### config.mk
export PLATFORM = sky130hd
export DESIGN_NAME = conv_layer_sequencer_flat
export DESIGN_NICKNAME = d
export VERILOG_FILES = /design/src/rtl/conv_layer_sequencer_if.sv /design/src/rtl/conv_layer_sequencer.sv /design/src/flat_wrapper.sv
export SDC_FILE = /design/constraint.sdc
export NUM_CORES = 1
export LEC_CHECK = 0
export ABC_AREA = 1
export BUFFER_PORTS_ARGS = -buffer_cell sky130_fd_sc_hd__buf_2
export CORE_MARGIN = 5
export CORE_UTILIZATION = 49
export CTS_CLUSTER_SIZE = 20
export DETAILED_ROUTE_END_ITERATION = 16
export PLACE_DENSITY = 0.94
export SLEW_MARGIN = 20
export SYNTH_ARGS = -nofsm -noshare
export SYNTH_HDL_FRONTEND = slang
export SYNTH_SLANG_ARGS = --single-unit
### constraint.sdc
create_clock -name clk -period 4.2 [get_ports clk]
set_input_delay 0.42 -clock clk [delete_from_list [all_inputs] [get_ports clk]]
set_output_delay 0.42 -clock clk [all_outputs]
set_load 0.005 [all_outputs]
### src/rtl/conv_layer_sequencer_if.sv
// Pixel-in / result-out valid/ready bundle for conv_layer_sequencer.
interface conv_layer_sequencer_if #(
  parameter int D_BITS = 16,
  parameter int Q_BITS = 16
);
  logic [D_BITS-1:0] in_data;
  logic              in_valid;
  logic              in_ready;
  logic [Q_BITS-1:0] out_data;
  logic              out_valid;
  logic              out_ready;

  modport master (
    output in_data, in_valid, out_ready,
    input  in_ready, out_data, out_valid
  );

  modport slave (
    input  in_data, in_valid, out_ready,
    output in_ready, out_data, out_valid
  );
endinterface

### src/rtl/conv_layer_sequencer.sv
// Frame sequencer feeding convolutional_layer; tags in-image windows.
// CONV_SEQ_AUTO_RESTART_EN: DONE re-enters STREAM without a new start.
module conv_layer_sequencer #(
  parameter int D_WIDTH       = 8,
  parameter int D_CHANNELS    = 2,
  parameter int Q_WIDTH       = 16,
  parameter int Q_CHANNELS    = 1,
  parameter int FILTER_SIZE   = 2,
  parameter int IMAGE_SIZE    = 64,
  parameter int LAYER_LATENCY = 1
) (
  input  logic clk,
  input  logic rst_n,
  input  logic start,
  conv_layer_sequencer_if.slave bus,
  output logic layer_clk_en,
  output logic [D_CHANNELS*D_WIDTH-1:0] layer_input_data,
  input  logic [Q_CHANNELS*Q_WIDTH-1:0] layer_output_data,
  output logic busy,
  output logic frame_done
);
  localparam int CW = (IMAGE_SIZE > 1) ? $clog2(IMAGE_SIZE) : 1;
  localparam int FW = (LAYER_LATENCY > 1) ? $clog2(LAYER_LATENCY) : 1;
  localparam logic [CW-1:0] LAST  = CW'(IMAGE_SIZE - 1);
  localparam logic [CW-1:0] FM1   = CW'(FILTER_SIZE - 1);
  localparam logic [FW-1:0] FLAST = FW'(LAYER_LATENCY - 1);
`ifdef CONV_SEQ_AUTO_RESTART_EN
  localparam bit AUTO = 1'b1;
`else
  localparam bit AUTO = 1'b0;
`endif

  typedef enum logic [1:0] {
    IDLE, STREAM, FLUSH, DONE
  } state_t;

  state_t r_state;
  logic [CW-1:0] r_row;
  logic [CW-1:0] r_col;
  logic [FW-1:0] r_flush;
  logic r_out_valid;
  logic r_frame_done;

  logic w_stage_free;
  logic w_flush_done;
  logic w_adv;
  logic w_acc;
  logic w_clr;
  logic w_last;
  logic [LAYER_LATENCY-1:0] w_chain;

  assign w_stage_free = bus.out_ready || !r_out_valid;
  assign w_flush_done = (r_flush == FLAST);
  assign w_acc  = (r_state == STREAM) && w_adv;
  assign w_last = (r_row == LAST) && (r_col == LAST);
  assign w_clr  = ((r_state == IDLE) && start)
               || ((r_state == DONE) && AUTO);

  always_comb begin
    w_adv = 1'b0;
    case (r_state)
      STREAM:  w_adv = w_stage_free && bus.in_valid;
      FLUSH:   w_adv = w_stage_free && !w_flush_done;
      default: w_adv = 1'b0;
    endcase
  end

  // chain[0] is the tag entering the layer; chain[top] feeds out_valid
  assign w_chain[0] = w_acc && (r_row >= FM1) && (r_col >= FM1);

  generate
    if (LAYER_LATENCY > 1) begin : g_pipe
      logic [LAYER_LATENCY-2:0] r_pipe;
      assign w_chain[LAYER_LATENCY-1:1] = r_pipe;
      always_ff @(posedge clk or negedge rst_n) begin
        if (!rst_n) begin
          r_pipe <= '0;
        end else if (w_clr) begin
          r_pipe <= '0;
        end else if (w_adv) begin
          r_pipe <= w_chain[LAYER_LATENCY-2:0];
        end
      end
    end
  endgenerate

  always_ff @(posedge clk or negedge rst_n) begin
    if (!rst_n) begin
      r_state      <= IDLE;
      r_row        <= '0;
      r_col        <= '0;
      r_flush      <= '0;
      r_out_valid  <= 1'b0;
      r_frame_done <= 1'b0;
    end else begin
      r_frame_done <= 1'b0;
      if (w_adv) begin
        r_out_valid <= w_chain[LAYER_LATENCY-1];
      end else if (bus.out_ready) begin
        r_out_valid <= 1'b0;
      end
      unique case (r_state)
        IDLE: begin
          if (start) begin
            r_state <= STREAM;
            r_row   <= '0;
            r_col   <= '0;
          end
        end
        STREAM: begin
          if (w_acc) begin
            if (r_col == LAST) begin
              r_col <= '0;
              r_row <= r_row + CW'(1);
            end else begin
              r_col <= r_col + CW'(1);
            end
            if (w_last) begin
              r_state <= FLUSH;
              r_flush <= '0;
            end
          end
        end
        FLUSH: begin
          if (w_flush_done && w_stage_free) begin
            r_state      <= DONE;
            r_frame_done <= 1'b1;
          end else if (w_adv) begin
            r_flush <= r_flush + FW'(1);
          end
        end
        DONE: begin
          r_state <= AUTO ? STREAM : IDLE;
          r_row   <= '0;
          r_col   <= '0;
        end
      endcase
    end
  end

  assign bus.in_ready  = (r_state == STREAM) && w_stage_free;
  assign bus.out_valid = r_out_valid;
  // gated so the result bus reads zero whenever nothing is offered
  assign bus.out_data  = r_out_valid ? layer_output_data : '0;
  assign layer_clk_en  = w_adv;
  assign layer_input_data = (r_state == STREAM) ? bus.in_data : '0;
  assign busy       = (r_state != IDLE);
  assign frame_done = r_frame_done;
endmodule

### src/flat_wrapper.sv
// flat-port wrapper written by rule: the top's interface ports become plain ports
module conv_layer_sequencer_flat 
#(
  parameter int D_WIDTH       = 8,
  parameter int D_CHANNELS    = 2,
  parameter int Q_WIDTH       = 16,
  parameter int Q_CHANNELS    = 1,
  parameter int FILTER_SIZE   = 2,
  parameter int IMAGE_SIZE    = 64,
  parameter int LAYER_LATENCY = 1
)
  (clk, rst_n, start, layer_clk_en, layer_input_data, layer_output_data, busy, frame_done, bus_in_data, bus_in_valid, bus_out_ready, bus_in_ready, bus_out_data, bus_out_valid);
  conv_layer_sequencer_if #(.D_BITS(16), .Q_BITS(16)) bus_i ();
  input  logic clk;
  input  logic rst_n;
  input  logic start;
  output logic layer_clk_en;
  output logic [D_CHANNELS*D_WIDTH-1:0] layer_input_data;
  input  logic [Q_CHANNELS*Q_WIDTH-1:0] layer_output_data;
  output logic busy;
  output logic frame_done;
  input wire logic [$bits(bus_i.in_data)-1:0] bus_in_data;
  input wire logic [$bits(bus_i.in_valid)-1:0] bus_in_valid;
  input wire logic [$bits(bus_i.out_ready)-1:0] bus_out_ready;
  output wire logic [$bits(bus_i.in_ready)-1:0] bus_in_ready;
  output wire logic [$bits(bus_i.out_data)-1:0] bus_out_data;
  output wire logic [$bits(bus_i.out_valid)-1:0] bus_out_valid;
  assign bus_i.in_data = bus_in_data;
  assign bus_i.in_valid = bus_in_valid;
  assign bus_i.out_ready = bus_out_ready;
  assign bus_in_ready = bus_i.in_ready;
  assign bus_out_data = bus_i.out_data;
  assign bus_out_valid = bus_i.out_valid;
  conv_layer_sequencer #(.D_WIDTH(D_WIDTH), .D_CHANNELS(D_CHANNELS), .Q_WIDTH(Q_WIDTH), .Q_CHANNELS(Q_CHANNELS), .FILTER_SIZE(FILTER_SIZE), .IMAGE_SIZE(IMAGE_SIZE), .LAYER_LATENCY(LAYER_LATENCY)) u_core (.clk(clk), .rst_n(rst_n), .start(start), .bus(bus_i), .layer_clk_en(layer_clk_en), .layer_input_data(layer_input_data), .layer_output_data(layer_output_data), .busy(busy), .frame_done(frame_done));
endmodule
# Word-level counts from Yosys, hierarchy flattened
# Cells that the tools add are included.
[word_totals]
regBits = 17
input_bits = 37
output_inout_bits = 37
word_cells = 67
[op_classes]
add_sub_neg = 3
order_cmp = 2
n_eq_ne = 12
n_mux = 24
n_bitwise = 1
n_reduce_logical = 19
[ops]
columns = ["cell", "count"]
rows = [
  ["$pmux 6 s3", 2],
  ["$mux 16", 2],
  ["$mux 6", 5],
  ["$add 6x1->6 const B", 2],
  ["$eq 6x6->1 const B", 2],
  ["$ge 6x1->1 const B", 2],
  ["$logic_and 1x1->1", 8],
  ["$mux 1", 8],
  ["$mux 2", 4],
  ["$ne 2x1->1 const B", 4],
  ["$pmux 2 s4", 1],
  ["$reduce_and 4->1", 2],
  ["$ne 2x2->1 const B", 3],
  ["$reduce_bool 2->1", 3],
  ["$reduce_and 5->1", 1],
  ["$eq 2x2->1 const B", 2],
  ["$pmux 1 s2", 2],
  ["$reduce_and 3->1", 1],
  ["$reduce_bool 3->1", 1],
  ["$eq 2x1->1 const B", 1],
  ["$logic_not 2->1", 1],
  ["$add 1x1->1 const B", 1],
  ["$logic_not 1->1", 1],
  ["$logic_or 1x1->1", 1],
  ["$not 1->1", 1],
]

# Logic depth before layout (Yosys ltp)
# Gate-level depths: netlist of the first run.
[depth]
word_depth = 8
mapped_depth = 11
ltp_nobuf = 11

# Least setup slack after synthesis of the first run
# OpenSTA, ideal clock, no wires.
[synth_path]
kind = "reg2out"
startpoint = "register u_core.r_state[1]"
endpoint = "output port layer_input_data[10]"
t_arrival_ps = 1234
t_required_ps = 3780
path_slack_ps = 2546
path_stages_with_launch = 7
n_path_buf = 2
cell_sequence = "dfrtp_1 -> inv_1 -> ha_1 -> buf_6 -> clkbuf_1 -> nand2_1 -> inv_1"
[synth_via]
elab_chain_len = 2
[synth_rtl]
columns = ["item", "line", "text"]
rows = [
  ["start, declared", "conv_layer_sequencer.sv:37", "state_t r_state;"],
  ["start signal, assigned", "conv_layer_sequencer.sv:133", "r_state <= AUTO ? STREAM : IDLE;"],
  ["$eq 2x1->1", "conv_layer_sequencer.sv:146", "assign layer_input_data = (r_state == STREAM) ? bus.in_data : '0;"],
  ["$mux 16", "conv_layer_sequencer.sv:146", ""],
  ["end, declared", "flat_wrapper.sv:18", "output logic [D_CHANNELS*D_WIDTH-1:0] layer_input_data;"],
]
# Every way passes these cells.

# Final worst setup path of the first run
[layout_path]
startpoint = "register u_core.r_state[1]"
endpoint = "output port bus_in_ready"
[layout_via]
elab_chain_len = 2
[layout_rtl]
columns = ["item", "line", "text"]
rows = [
  ["$eq 2x1->1", "conv_layer_sequencer.sv:141", "assign bus.in_ready = (r_state == STREAM) && w_stage_free;"],
  ["$logic_and 1x1->1", "conv_layer_sequencer.sv:141", ""],
  ["end, declared", "flat_wrapper.sv:25", "output wire logic [$bits(bus_i.in_ready)-1:0] bus_in_ready;"],
]
# Every way passes these cells.

==> results of run 1 <==
==> flip-flops by register name (all words and copies together) (netlist names) <==
name and cells:
u_core.r_col 6, u_core.r_row 6, u_core.bus.out_valid 1, u_core.frame_done 1, u_core.r_flush 1, u_core.r_state 2
==> layout make-up <==
type	instances	area share [%]
repair buffers	74	20.0
clock buffers	4	1.41
inverters	53	10.7
multi-input cells	147	42.9
well taps	33	2.21
flip-flops and latches	17	22.8
==> worst min-delay path by stage <==
stage / endpoint / slack, ns / depth (start not counted)
floorplan: u_core.bus.out_valid$_DFFE_PN0P_ / 0.12 / 0
global placement: u_core.r_col[5]$_DFFE_PN0P_ / 0.36 / 1
detailed placement: u_core.r_col[2]$_DFFE_PN0P_ / 0.37 / 1
CTS: u_core.r_col[4]$_DFFE_PN0P_ / 0.03 / 1
global route: u_core.r_col[5]$_DFFE_PN0P_ / 0.05 / 1
finish: u_core.r_col[5]$_DFFE_PN0P_ / 0.02 / 1
==> critical path, cell delays in order, from the launching register on <==
cell     delay, ns
dfrtp_1       0.41
inv_1         0.11
ha_1          0.16
buf_4         0.30
inv_1         0.13
nor2_1        0.12
buf_2         0.12
==> cell usage after synthesis, types with 3 or more instances <==
library cell  instances  share of area [%]
buf_6                 3                2.3
dfrtp_1              17                 29
ha_1                 10                8.4
inv_1                50                 13
inv_2                 3               0.76
nand2_1              72                 18
nand2_2               6                2.5
nand3_1              11                3.7
nand4_1               6                2.5
nor2_1               12                3.0
o21ai_1               4                1.3
o21ai_2               6                3.5
or2_2                 3                1.3
==> stage by stage <==
step           total power (uW)  cell area [um^2]  util (%)  hold WS, ns
5_1_grt                     977              1870      62.6       0.0493
3_3_place_gp                764              1840      61.8        0.361
6_report                    875              1870      62.6       0.0239
4_1_cts                     885              1870      62.6       0.0327
2_1_floorplan               663              1480         -        0.124
3_5_place_dp                784              1840      61.8        0.372
==> power by group <==
part	leakage (uW)	internal [uW]	switching, uW
Combinational	0.00103	205	343
Clock	0.0000150	37.1	58.3
Sequential	0.000231	196	35.2
==> placed cells by master, fill, tap and decap left out, types with 3 or more instances in the layout <==
cell type,netlist,routed
buf_2,2,73
nand2_1,72,72
inv_1,50,50
dfrtp_1,17,17
nor2_1,12,12
nand3_1,11,11
ha_1,10,10
nand2_2,6,6
o21ai_2,6,6
nand4_1,6,6
o21ai_1,4,4
inv_2,3,3
or2_2,3,3
clkbuf_4,0,3
==> logic make-up after synthesis <==
family                   synth area share [%]
AO/OA/AOI/OAI                            6.75
XOR/XNOR                                 1.18
adder cells (fa/ha/maj)                  8.43
buffers and inverters                    17.4
flip-flops                               28.7
AND/OR/NAND/NOR                          37.6
==> per-layer routing <==
layer	wire length [um]	global-route usage [%]	up-vias
li1	-	-	808
met3	421	5.89	7
met2	1600	29.5	64
met5	0	0	-
met4	60	8.03	0
met1	1360	19.5	700
==> out/metrics.cfg, run 1 <==
[cts]
cts_hold_buf=0
cts_root_buf=clkbuf_4
cts_sinks=17
htreeDepth=1
cts_setup_buffers=0
cts_tree=yes
clkLatencyLatePin_ns=0.30
cts_inserted_buffers=3
clkTransAtPathRegs_ns=0.11
cts.path.max_buffers=2
cts_resized=0

[placed_design]
gp_congestion=0.814
hpwl_mm=2.72
place_ws_ns=2.47
dpl.cell_count=324
io_buffer_count=73

[cells_and_area]
nets=343
multi_input_area_um2=801
register_area_um2=425
final_cells=328
area_delta_synth_final_pct=25.7
drive_above_1_share_pct=34.6
num_antenna_cells=0
fillers=266

[floorplanning]
core_area_um2=2980
rows=20
die_area_um2=4230
initial_core_util_pct=49.8
chipHeight_um=65.0
pin_count=74
die_w_um=65.0

[hold_path]
hold_class=input pin to async pin

[critical_path]
path_max_fanout=29
reg2reg_depth=11
path_class=register to output port
r2r_start=u_core.r_state[0]$_DFFE_PN0P_
setup.worst_path.start=u_core.r_state[1]$_DFFE_PN0P_
required_ns=3.78
r2r-end=u_core.r_col[4]$_DFFE_PN0P_
crit_path_end=bus_in_ready
critical_path_arrival_ns=1.67
cp-start-kind=register
crit_path_end_kind=output port
reg2reg_slack_ns=2.56

[logic_synthesis]
synth_edf_count=0
ys_async_sr_fraction_pct=100
syn_area_per_cell_um2=6.60
synth_fp_nets=272
synth.cell_area_um2=1480
yosysSeqAreaShare_pct=28.7
synth_cell_types=27
yosysWarnings=0
synthFlopType=dfrtp_1
syn_inst=225
ys_ff_latch=17

[detailed_routing]
drc=0
drt_iter0_drc=19
vias_per_cell=4.81
ant_nets=0
dr.pass1.iters=4
vias=1579
routed_wirelength_mm=3.45
wl_per_cell_um=10.5

[timing]
fin_crit_ns=2.09
fin_tns_setup_ns=0
rsz0062_at_grt=no
finalHoldViolCount=0
skew_ns=0.000937
slew_headroom_pct=65.4
min_period_over_period_pct=49.8
slew_violations=0
clock.fmax_mhz=478
worstMarginPinSlew_ns=0.520
setup_ws_ns=2.11
setup_violations=0

[grt]
overflow=0
grt_max_degree=30
gr-usage-all-layers_pct=17.4
grt_pass1_vias=1491
antenna_found_initial=0
grt_pass1_wl_mm=5.89

[job]
max_cap_violations=0

[power]
power_leakage_uw=0.00128
p_per_area_nw_per_um2=469
peakVddDrop_v=0.000253

[run_status]
outcome=finished, final reports clean

Note: power is estimated with default switching activity, not from simulation.
==> run 2: changes to the inputs <==
CORE_UTILIZATION = 46   (was 49)
PLACE_DENSITY = 0.89   (was 0.94)
clock period = 2 ns   (was 4.2 ns; I/O delays follow)
==> out/metrics.cfg, run 2 (synthesis results as in run 1) <==
[timing]
finalHoldViolCount=0  ; unchanged
slew_violations=0  ; unchanged
worstMarginPinSlew_ns=0.384  ; -0.136 ns
fin_tns_setup_ns=0  ; unchanged
slew_headroom_pct=74.4  ; +9.1 points
skew_ns=0.00245  ; +0.00151 ns
min_period_over_period_pct=87.7
rsz0062_at_grt=no
setup_violations=0  ; unchanged
fin_crit_ns=1.75
clock.fmax_mhz=570

[power]
seqPwrFrac_pct=26.0  ; -0.4 points
power_leakage_uw=0.00129  ; +1.0%
intPower_uw=947  ; +120%
p_per_area_nw_per_um2=975  ; +110%
p_clk_share_pct=10.3  ; -0.6 points
peakVddDrop_v=0.000558  ; +120%
switching_share_pct=49.1  ; -0.82 points
power_frac_comb_pct=63.7  ; +1.0 points
switchingPower_uw=912  ; +110%

[detailed_routing]
maxUsedRoutingLayer=met4
routed_wirelength_mm=3.53  ; +2.3%
met3_length_um=363  ; -14%
vias=1543  ; -2.3%
ant_nets=0  ; unchanged
drt_iter0_drc=42  ; +23
wl_met1_mm=1.46  ; +7.1%
wl_per_cell_um=10.3  ; -1.9%
dr.pass1.iters=4  ; unchanged
drc=0  ; unchanged
dr_wl_met2_mm=1.65  ; +3.1%
vias_per_cell=4.51  ; -6.3%

[critical_path]
path_max_fanout=11  ; -62%
reg2reg_depth=11  ; unchanged
reg2reg_slack_ns=0.37  ; -2.19 ns
r2r_start=u_core.r_state[0]$_DFFE_PN0P_
required_ns=1.80  ; -1.98 ns
crit_path_end_kind=output port
cp-start-kind=register
r2r-end=u_core.r_col[4]$_DFFE_PN0P_
critical_path_arrival_ns=1.55  ; -0.12 ns
path_class=register to output port

[cells_and_area]
post-route-cell-area_um2=1910  ; +2.2%
drive_above_1_share_pct=35.2  ; +0.66 points
area_delta_synth_final_pct=28.5
top_regs=u_core.r_col x6, u_core.r_row x6, u_core.r_state x2
final_common_cell=buf_2
final_cell_mix=73 x buf_2, 72 x nand2_1, 50 x inv_1, 17 x dfrtp_1, 12 x nor2_1
num_antenna_cells=0  ; unchanged
nets=346  ; +0.87%
final_cells=342  ; +4.3%
post-route-util_pct=62.0  ; -0.70 points

[grt]
gr-usage-all-layers_pct=16.7  ; -0.62 points
grt_pass1_vias=1451  ; -2.7%
grt_max_degree=18  ; -40%
overflow=0  ; unchanged
antenna_found_initial=0  ; unchanged
grt_pass1_wl_mm=5.84  ; -0.70%

[placed_design]
post_dp_cell_area_um2=1870  ; +1.6%
gp_congestion=0.851  ; +4.6%
io_buffer_count=73  ; unchanged
dpl.cell_count=337  ; +4.0%
hpwl_mm=2.92  ; +7.4%

[floorplanning]
die_w_um=66.8  ; +2.7%
chipHeight_um=66.8  ; +2.7%
initial_core_util_pct=48.2  ; -1.6 points
die_area_um2=4460  ; +5.5%
rows=20  ; unchanged
pin_count=74  ; unchanged
core_area_um2=3080  ; +3.4%

[cts]
cts_sinks=17  ; unchanged
cts_setup_buffers=0  ; unchanged
cts_root_buf=clkbuf_4
cts.path.max_buffers=2  ; unchanged
htreeDepth=1  ; unchanged
clkTransAtPathRegs_ns=0.10  ; about the same
cts_inserted_buffers=3  ; unchanged
cts_tree=yes
clkLatencyLatePin_ns=0.30  ; about the same

[job]
max_cap_violations=0  ; unchanged

[run_status]
outcome=finished, final reports clean

[hold_path]
holdPathStages=4
hold_start=bus_out_ready
min_to=u_core.bus.out_valid$_DFFE_PN0P_
hold_class=input pin to register

-- run 2: how the worst max path moves through the flow --
stage / startpoint / end / slack (ns) / cells past startpoint
floorplan: u_core.r_state[0]$_DFFE_PN0P_ / u_core.r_row[2]$_DFFE_PN0P_ / 0.55 / 10
global placement: u_core.r_state[0]$_DFFE_PN0P_ / u_core.r_col[5]$_DFFE_PN0P_ / 0.44 / 11
detailed placement: u_core.r_state[0]$_DFFE_PN0P_ / u_core.r_col[4]$_DFFE_PN0P_ / 0.38 / 11
CTS: u_core.r_state[1]$_DFFE_PN0P_ / layer_input_data[5] / 0.09 / 6
global route: u_core.r_state[0]$_DFFE_PN0P_ / layer_clk_en / 0.09 / 8
finish: u_core.r_state[1]$_DFFE_PN0P_ / layer_input_data[5] / 0.25 / 6
-- run 2: layer usage --
layer | GRT usage [%] | vias to the layer above
li1 | - | 809
met5 | 0 | -
met3 | 3.71 | 5
met2 | 30.9 | 62
met1 | 18.8 | 667
met4 | 5.33 | 0
-- run 2: worst max-delay path, stage by stage, from the launching register on --
cell	delay, ns
dfrtp_1	0.41
inv_1	0.10
ha_2	0.32
buf_4	0.22
nand2_1	0.07
inv_1	0.05
buf_2	0.10
-- run 2: cell type report --
class	count	area (um^2)
repair buffers	77	398
fillers	295	1170
multi-input cells	147	803
flip-flops and latches	17	425
clock buffers	4	26.3
well taps	44	55.1
inverters	53	199
-- run 2: repair_timing --
item,4_1_cts,5_1_grt
endpoints found under the setup margin,0,3
hold endpoints to repair,17,0
gates resized for setup,0,1
hold buffers,1,0
-- run 2: stage by stage --
stage | setup slack, ns | hold slack [ns] | power (uW)
finish | 0.246 | 0.227 | 1860
global route | 0.0944 | 0.291 | 2060
CTS | 0.0945 | 0.221 | 1880
detailed placement | 0.376 | 0.148 | 1680
global placement | 0.443 | 0.140 | 1640
floorplan | 0.546 | -0.0956 | 1390
-- run 2: power by group through the flow --
stage,combinational [uW],clock (uW),sequential [uW]
after global routing,1350,211,492
final,1180,191,484
after CTS,1200,198,483
after floorplan,921,0,472
after detailed placement,1190,0,491
after global placement,1150,0,484
==> run 3: changes to the inputs <==
ABC_AREA = default   (was 1)
CORE_MARGIN = 8   (was 5)
CORE_UTILIZATION = 44   (was 46)
PLACE_DENSITY = 0.88   (was 0.89)
SLEW_MARGIN = default   (was 20)
==> out/metrics.cfg, run 3 <==
[logic_synthesis]
synth.cell_area_um2=1340  ; -9.9%
syn_inst=155  ; -31%
synth_top_area_share_pct=31.8  ; +3.2 points
netlist.top_cell.by_area=dfrtp_1
synth_fp_nets=202  ; -26%
synthFlopType=dfrtp_1
yosysWarnings=0  ; unchanged
syn_area_per_cell_um2=8.62  ; +31%
synth_edf_count=0  ; unchanged
ys_ff_latch=17  ; unchanged
yosysSeqAreaShare_pct=31.8  ; +3.2 points
synth.top_cells.by_area=dfrtp_1 32%, and2_1 15%, ha_1 9.4%
synth.most_common_cell=and2_1
synth_cell_types=36  ; +33%
synth_common_cells=33 x and2_1, 17 x dfrtp_1, 15 x nand2_1
ys_async_sr_fraction_pct=100  ; unchanged

[critical_path]
cp_top_family=multiplexers
crit_path_end=u_core.r_row[2]$_DFFE_PN0P_
cp_cell_sequence=inv_2, ha_2, mux2_4, nand3_4, clkinv_4, nand3_1, mux2_1, a22o_1
critPathSlowestCell=dfrtp_1
path_max_fanout=8  ; -3
reg2reg_slack_ns=0.07  ; -0.30 ns
required_ns=2.20  ; +0.40 ns
crit_cells=8  ; +2
cp-start-kind=register
worst-path-buf-inv=2  ; -2
r2r_start=u_core.r_state[0]$_DFFE_PN0P_
critical_path_arrival_ns=2.13  ; +0.58 ns
max_stage_delay_ns=0.41  ; about the same
r2r-end=u_core.r_row[2]$_DFFE_PN0P_
setup.worst_path.start=u_core.r_state[0]$_DFFE_PN0P_
path_class=register to register
crit_path_end_kind=register
reg2reg_depth=8  ; -3

[grt]
gr-usage-all-layers_pct=15.9  ; -0.81 points
grt_pass1_wl_mm=6.51  ; +11%
grt_max_degree=28  ; +10
grt_pass1_vias=1287  ; -11%
antenna_found_initial=0  ; unchanged
overflow=0  ; unchanged

[timing]
slew_violations=0  ; unchanged
min_period_over_period_pct=96.4  ; +8.6 points
setup_violations=0  ; unchanged
fin_tns_setup_ns=0  ; unchanged
clock.fmax_mhz=519  ; -9.0%
fin_crit_ns=1.93  ; +0.173 ns
slew_headroom_pct=73.9  ; -0.49 points
finalHoldViolCount=0  ; unchanged
worstMarginPinSlew_ns=0.391  ; +0.00742 ns
hold_ws_ns=0.306  ; +0.0790 ns
skew_ns=0.00536  ; +0.00291 ns

[cells_and_area]
top_regs=u_core.r_col x6, u_core.r_row x6, u_core.r_state x2
post-route-cell-area_um2=1830  ; -4.1%
area_delta_synth_final_pct=36.8
drive_above_1_share_pct=39.8  ; +4.6 points
nets=284  ; -18%
final_cells=269  ; -21%
final_cell_mix=73 x buf_2, 33 x and2_1, 16 x dfrtp_1, 15 x nand2_1, 9 x ha_1
num_antenna_cells=0  ; unchanged
final_common_cell=buf_2

[cts]
cts_sinks=17  ; unchanged
clkLatencyLatePin_ns=0.30  ; about the same
clkTransAtPathRegs_ns=0.10  ; about the same
htreeDepth=1  ; unchanged
cts_root_buf=clkbuf_4
cts_tree=yes
cts.path.max_buffers=2  ; unchanged
cts_inserted_buffers=3  ; unchanged

[floorplanning]
die_w_um=71.1  ; +6.5%
rows=20  ; unchanged
pin_count=74  ; unchanged
initial_core_util_pct=44.9  ; -3.3 points
die_area_um2=5060  ; +13%
chipHeight_um=71.1  ; +6.5%
core_area_um2=2980  ; -3.3%

[power]
power_uw=1630  ; -13%
p_per_area_nw_per_um2=890  ; -8.8%
peakVddDrop_v=0.000630  ; +13%
power_leakage_uw=0.00101  ; -22%

[detailed_routing]
routed_wirelength_mm=4.11  ; +16%
ant_nets=0  ; unchanged
dr.pass1.iters=4  ; unchanged
vias=1408  ; -8.7%
drc=0  ; unchanged
wl_per_cell_um=15.3  ; +48%
drt_iter0_drc=114  ; +170%
vias_per_cell=5.23  ; +16%

[hold_path]
hold_class=input pin to register

[placed_design]
post_dp_cell_area_um2=1770  ; -5.3%
io_buffer_count=73  ; unchanged
hpwl_mm=3.41  ; +17%
gp_congestion=0.866  ; +1.7%
dpl.cell_count=262  ; -22%

[job]
max_cap_violations=0  ; unchanged

[run_status]
outcome=finished, final reports clean

run 3: how the worst min path moves through the flow:
stage,startpoint,endpoint,cells past startpoint
6_report,bus_out_ready,u_core.frame_done$_DFF_PN0_,3
4_1_cts,bus_out_ready,u_core.frame_done$_DFF_PN0_,3
3_3_place_gp,rst_n,u_core.r_row[3]$_DFFE_PN0P_,1
3_5_place_dp,rst_n,u_core.r_row[3]$_DFFE_PN0P_,1
5_1_grt,bus_out_ready,u_core.bus.out_valid$_DFFE_PN0P_,3
2_1_floorplan,rst_n,u_core.bus.out_valid$_DFFE_PN0P_,0
run 3: repair_timing:
item / in CTS / in global routing
hold endpoints to repair: 17 / 0
buffers inserted: 0 / 2
setup endpoints to repair: 3 / 10
pin swaps: 0 / 1
resized for setup: 2 / 2
hold buffers: 1 / 0
run 3: logic make-up after synthesis:
| logic type | count (synthesis) | synth area share (%) |
|---|---|---|
| flip-flops | 17 | 31.8 |
| AO/OA/AOI/OAI | 25 | 12.7 |
| adder cells (fa/ha/maj) | 10 | 9.36 |
| buffers and inverters | 15 | 4.31 |
| multiplexers | 6 | 5.62 |
| AND/OR/NAND/NOR | 82 | 36.1 |
run 3: final cells by class:
cell class,count,area (um^2)
flip-flops and latches,17,427
clock buffers,4,26.3
fillers,251,1150
multi-input cells,123,856
well taps,33,41.3
inverters,10,42.5
repair buffers,82,435
run 3: routing by layer:
metal / routed length [um] / part of all wire, % / global-route usage [%] / up-vias
met2: 2320 / 57 / 30.6 / 27
met1: 1580 / 38 / 16.7 / 669
li1: - / - / - / 699
met5: 0 / 0 / 0 / -
met4: 78 / 1.9 / 4.39 / 0
met3: 129 / 3.1 / 3.53 / 13
run 3: through the flow:
step	util (%)	setup WS [ns]
after floorplan	-	0.0768
after global placement	59.4	0.0909
after detailed placement	59.4	-0.0341
after CTS	60.8	0.0106
after global routing	61.4	-0.000608
final	61.4	0.0728
run 3: tightest hold or removal path, stage by stage:
cell and delay, ns:
buf_2 0.09, nor2b_1 0.08, nor3b_1 0.18
run 3: power breakdown:
part	switching [uW]	internal [uW]	leakage [uW]
Sequential	33.1	387	0.000230
Combinational	576	443	0.000769
Clock	110	77.8	0.0000150
